===== config.mk =====
export PLATFORM = sky130hd
export DESIGN_NAME = dispatch_demux_1x4
export DESIGN_NICKNAME = d
export VERILOG_FILES = /design/src/rtl/dispatch_demux_1x4.sv
export SDC_FILE = /design/constraint.sdc
export NUM_CORES = 1
export LEC_CHECK = 0
export CORE_UTILIZATION = 25
export CTS_BUF_LIST = sky130_fd_sc_hd__clkbuf_4 sky130_fd_sc_hd__clkbuf_8
export DETAILED_ROUTE_END_ITERATION = 8
export GPL_ROUTABILITY_DRIVEN = 0
export GPL_TIMING_DRIVEN = 0
export PLACE_DENSITY_LB_ADDON = 0.15
export RECOVER_POWER = 50
export REMOVE_ABC_BUFFERS = 1
export SETUP_SLACK_MARGIN = 0.5
export SYNTH_ARGS = -nofsm -noshare
export SYNTH_HDL_FRONTEND = slang
export SYNTH_SLANG_ARGS = --single-unit
export TNS_END_PERCENT = 100

===== constraint.sdc =====
create_clock -name clk -period 5.2 [get_ports clk]
set_input_delay 0.52 -clock clk [delete_from_list [all_inputs] [get_ports clk]]
set_output_delay 0.52 -clock clk [all_outputs]
set_load 0.02 [all_outputs]

===== src/rtl/dispatch_demux_1x4.sv =====
// 1-to-4 registered dispatch demux: one upstream valid/ready channel routed by in_sel
// into four one-entry output buffers. Optional per-channel accept counters: DISPATCH_DEMUX_STATS_EN.
module dispatch_demux_1x4 #(
    parameter int DATA_W = 32
) (
    input  logic                clk,
    input  logic                rst,
    input  logic                flush,
    input  logic                in_valid,
    output logic                in_ready,
    input  logic [1:0]          in_sel,
    input  logic [DATA_W-1:0]   in_data,
    output logic [3:0]          out_valid,
    input  logic [3:0]          out_ready,
    output logic [4*DATA_W-1:0] out_data,
    output logic                busy
`ifdef DISPATCH_DEMUX_STATS_EN
    ,
    input  logic                stats_clr,
    output logic [4*16-1:0]     disp_count
`endif
);

    logic [3:0]        vld_p0;
    logic [3:0]        vld_nxt;
    logic [3:0]        free;
    logic [3:0]        acc_vec;
    logic              accept;
    logic [DATA_W-1:0] data_p0 [4];

    // A channel is free when empty or being drained this cycle, so refill has no bubble.
    always_comb begin
        free     = ~vld_p0 | out_ready;
        in_ready = ~flush & ~rst & free[in_sel];
        accept   = in_valid & in_ready;
        acc_vec  = accept ? (4'b0001 << in_sel) : 4'b0000;
        vld_nxt  = flush ? 4'b0000 : (acc_vec | (vld_p0 & ~out_ready));
    end

    // Stage p0: channel buffers
    always_ff @(posedge clk or posedge rst) begin
        if (rst) begin
            vld_p0 <= 4'b0000;
        end else begin
            vld_p0 <= vld_nxt;
        end
    end

    always_ff @(posedge clk or posedge rst) begin
        if (rst) begin
            for (int i = 0; i < 4; i++) begin
                data_p0[i] <= '0;
            end
        end else begin
            for (int i = 0; i < 4; i++) begin
                if (acc_vec[i]) begin
                    data_p0[i] <= in_data;
                end
            end
        end
    end

    always_comb begin
        out_data = '0;
        for (int i = 0; i < 4; i++) begin
            out_data[i*DATA_W +: DATA_W] = data_p0[i];
        end
        out_valid = vld_p0;
        busy      = |vld_p0;
    end

`ifdef DISPATCH_DEMUX_STATS_EN
    logic [15:0] cnt_p0 [4];

    function automatic logic [15:0] sat_inc(input logic [15:0] v);
        return (v == 16'hFFFF) ? v : v + 16'd1;
    endfunction

    // Clear wins over a same-cycle accept; flush leaves the counters alone.
    always_ff @(posedge clk or posedge rst) begin
        if (rst) begin
            for (int i = 0; i < 4; i++) begin
                cnt_p0[i] <= 16'd0;
            end
        end else if (stats_clr) begin
            for (int i = 0; i < 4; i++) begin
                cnt_p0[i] <= 16'd0;
            end
        end else begin
            for (int i = 0; i < 4; i++) begin
                if (acc_vec[i]) begin
                    cnt_p0[i] <= sat_inc(cnt_p0[i]);
                end
            end
        end
    end

    always_comb begin
        disp_count = '0;
        for (int i = 0; i < 4; i++) begin
            disp_count[i*16 +: 16] = cnt_p0[i];
        end
    end
`endif

endmodule


==> impl_metrics.env <==
export IMPL_cts_buffer_depth=2
export IMPL_setup_viol=0
export IMPL_cp_max_fo=10
export IMPL_whs_path_depth=1
export IMPL_multi_input_area_sq_mm=0.001652
export IMPL_ys_flop_type="dfrtp_1"
export IMPL_holdWs_ns=0.4918
export IMPL_ant_nets=0
export IMPL_cts_hold_fix_buffers=0
export IMPL_syn_area_per_cell_sq_um=16.75
export IMPL_grt_pass1_wl_microns=20290
export IMPL_clock_root_buffer="clkbuf_8"
export IMPL_diodes=0
export IMPL_place_ws_ns=2.030
export IMPL_status="finished, violations left"
export IMPL_seq_area_sq_mm=0.003303
export IMPL_rsz0062_at_grt="false"
export IMPL_final_cells=770
export IMPL_ys_async_sr_fraction_pct=100.0
export IMPL_overflow=0
export IMPL_die_w_microns=144.5
export IMPL_antenna_found_initial=0
export IMPL_vias=3227
export IMPL_initial_core_util_pct=25.83
export IMPL_final_max_slew_violation_count=82
export IMPL_cts_buffers=17
export IMPL_die_h_microns=144.5
export IMPL_yosys_area_top_type="dfrtp_1"
export IMPL_ys_seq_area_share_pct=65.07
export IMPL_clock_skew_ns=0.009241
export IMPL_grt_pass1_vias=3640
export IMPL_dpl_hpwl_microns=9033
export IMPL_hold_path_endpoint="out_data[57]"
export IMPL_cts_resized_gates=0
export IMPL_r2r_cells=4
export IMPL_yosys_top_cells_area="dfrtp_1 65%, mux2_2 28%, buf_6 1.3%"
export IMPL_crit_slowest_cell="dlygate4sd3_1"
export IMPL_coreArea_sq_mm=0.01965
export IMPL_post_route_period_util_pct=62.31
export IMPL_cap_violations=1
export IMPL_rows=51
export IMPL_crit_arrival_ns=2.72
export IMPL_critPathKind="input pin to output pin"
export IMPL_synth_area_sq_mm=0.005076
export IMPL_area_growth_pct=49.27
export IMPL_regToRegSetupSlack_ns=3.07
export IMPL_yosys_warnings=0
export IMPL_fill_cells=1916
export IMPL_min_from="out_data[57]"
export IMPL_drtIter0Drc=68
export IMPL_clk_latency_ns=0.43
export IMPL_cts_tree="done"
export IMPL_violations="max-capacitance violations, max-slew violations"
export IMPL_ys_top_cells_by_count="132 x dfrtp_1, 126 x mux2_2, 6 x buf_6"
export IMPL_drive_gt1_share_pct=34.26
export IMPL_clkTransAtPathRegs_ns=0.07
export IMPL_crit_path_start_kind="input pin"
export IMPL_viasPerCell=4.191
export IMPL_hold_viol=0
export IMPL_syn_inst=303
export IMPL_finalWorstSetupSlack_ns=1.960
export IMPL_drcViolationCount=0
export IMPL_routed_wl_microns=12830
export IMPL_fin_crit_ns=3.240
export IMPL_max_freq_ghz=0.3086
export IMPL_worstMarginPinSlew_ns=1.997
export IMPL_ys_types=24
export IMPL_p_per_area_mw_per_mm2=441.7
export IMPL_final_nets=534
export IMPL_cp_slowest_stage_delay_ns=0.84
export IMPL_dp_cells=738
export IMPL_pin_count=176
export IMPL_synth_edf_count=0
export IMPL_end_kind="output pin"
export IMPL_power_leakage_nw=3.214
export IMPL_synth_seq_cells=132
export IMPL_reg2reg_from="out_valid[1]"
export IMPL_regToRegEndpoint="out_data[61]"
export IMPL_dieArea_sq_mm=0.02088
export IMPL_portBuffers=175
export IMPL_yosysMostFrequentCell="dfrtp_1"
export IMPL_grt_start_max_net_pins=82
export IMPL_dr_pass1_iters=4
export IMPL_yosys_area_top_type_share_pct=65.07
export IMPL_power_mw=3.347
export IMPL_wl_per_cell_microns=16.66
export IMPL_cts_sinks=132
export IMPL_peakVddDrop_mv=0.1717
export IMPL_htreeDepth=4
export IMPL_required_ns=4.68
export IMPL_hp_class="flop to flop"
export IMPL_post_cts_buffers=0
export IMPL_grt_total_usage_pct=13.08
export IMPL_crit_chain="dlygate4sd3_1 > or3b_2 > a21oi_1 > a2111oi_0 > clkdlybuf4s50_1"
export IMPL_max_slew_margin_pct=-33.16
==> stage by stage <==
step / TNS [ns] / util, % / area (sq um)
finish: 0 / 38.55 / 7577
global route: 0 / 38.55 / 7577
CTS: 0 / 38.74 / 7615
detailed placement: 0 / 36.61 / 7196
global placement: -120.16 / 35.87 / 7049
floorplan: 0 / - / 4966
==> cell type report <==
class / instances / area share [%]
Multi-Input combinational cell: 156 / 21.80
Tap cell: 265 / 4.376
Clock buffer: 20 / 3.468
Clock inverter: 12 / 2.064
Sequential cell: 132 / 43.59
Inverter: 2 / 0.1651
Timing Repair Buffer: 183 / 24.54
==> how the worst max path moves through the flow <==
stage | slack [ns] | startpoint | endpoint | depth (start not counted)
3_5_place_dp | 2.03 | in_sel[1] | in_ready | 5
5_1_grt | 1.65 | rst | out_valid[1] | 5
4_1_cts | 2.02 | in_sel[1] | in_ready | 5
6_report | 1.96 | in_sel[1] | in_ready | 5
2_1_floorplan | 1.14 | rst | out_data[0] | 1
3_3_place_gp | -0.92 | rst | out_data[74] | 2
==> layout by cell type (no fill, tap or decap) <==
cell type | synthesis | layout
or3b_2 | 1 | 1
clkbuf_4 | 0 | 2
a21oi_1 | 3 | 3
clkinv_4 | 0 | 3
clkinv_2 | 0 | 2
nor2_1 | 4 | 4
inv_1 | 2 | 1
clkinvlp_4 | 0 | 4
nor4b_1 | 0 | 1
inv_6 | 0 | 1
nand3b_1 | 1 | 1
nor4_4 | 1 | 1
nor2b_1 | 3 | 3
nor3b_4 | 1 | 2
bufinv_16 | 0 | 3
nand3_1 | 2 | 1
buf_6 | 6 | 2
mux2_1 | 2 | 2
nand2_1 | 3 | 3
clkdlybuf4s50_1 | 0 | 109
nand2b_1 | 2 | 2
a31oi_1 | 1 | 1
a2111oi_0 | 1 | 1
clkbuf_2 | 0 | 1
clkbuf_8 | 0 | 18
or4_1 | 1 | 1
dlygate4sd3_1 | 0 | 66
or2_4 | 1 | 1
dfrtp_1 | 132 | 132
buf_8 | 0 | 4
o21a_1 | 1 | 1
mux2_2 | 126 | 126
buf_12 | 0 | 1
nand3_2 | 0 | 1
==> flip-flops by register name, indices dropped and copies added (netlist names) <==
name,flops
out_data,128
out_valid,4
==> logic make-up (layout without fill, tap and decap cells) <==
family | count (synthesis) | in the layout | synth area share, %
DFF | 132 | 132 | 65.07
muxes | 128 | 128 | 28.40
and+or+nand+nor | 22 | 22 | 3.475
buffers and inverters | 15 | 217 | 2.317
AOI/OAI and AO/OA | 6 | 6 | 0.7395
==> where the power goes <==
part | internal (mW) | switching, mW
logic | 0.546 | 0.516
registers | 1.26 | 0.115
clock network | 0.498 | 0.414
==> critical path: cells and delay by family <==
kind	cells	cell delay, ns
buf+inv	2	1.52
simple gates	1	0.21
compound gates	2	0.47
==> routing by layer <==
metal  track usage (%)  wire, microns
met1             15.71           5506
met2             20.93           6097
met3             5.695           1092
met4             4.211            130
met5                 0              0
Note: power is estimated with default switching activity, not from simulation.
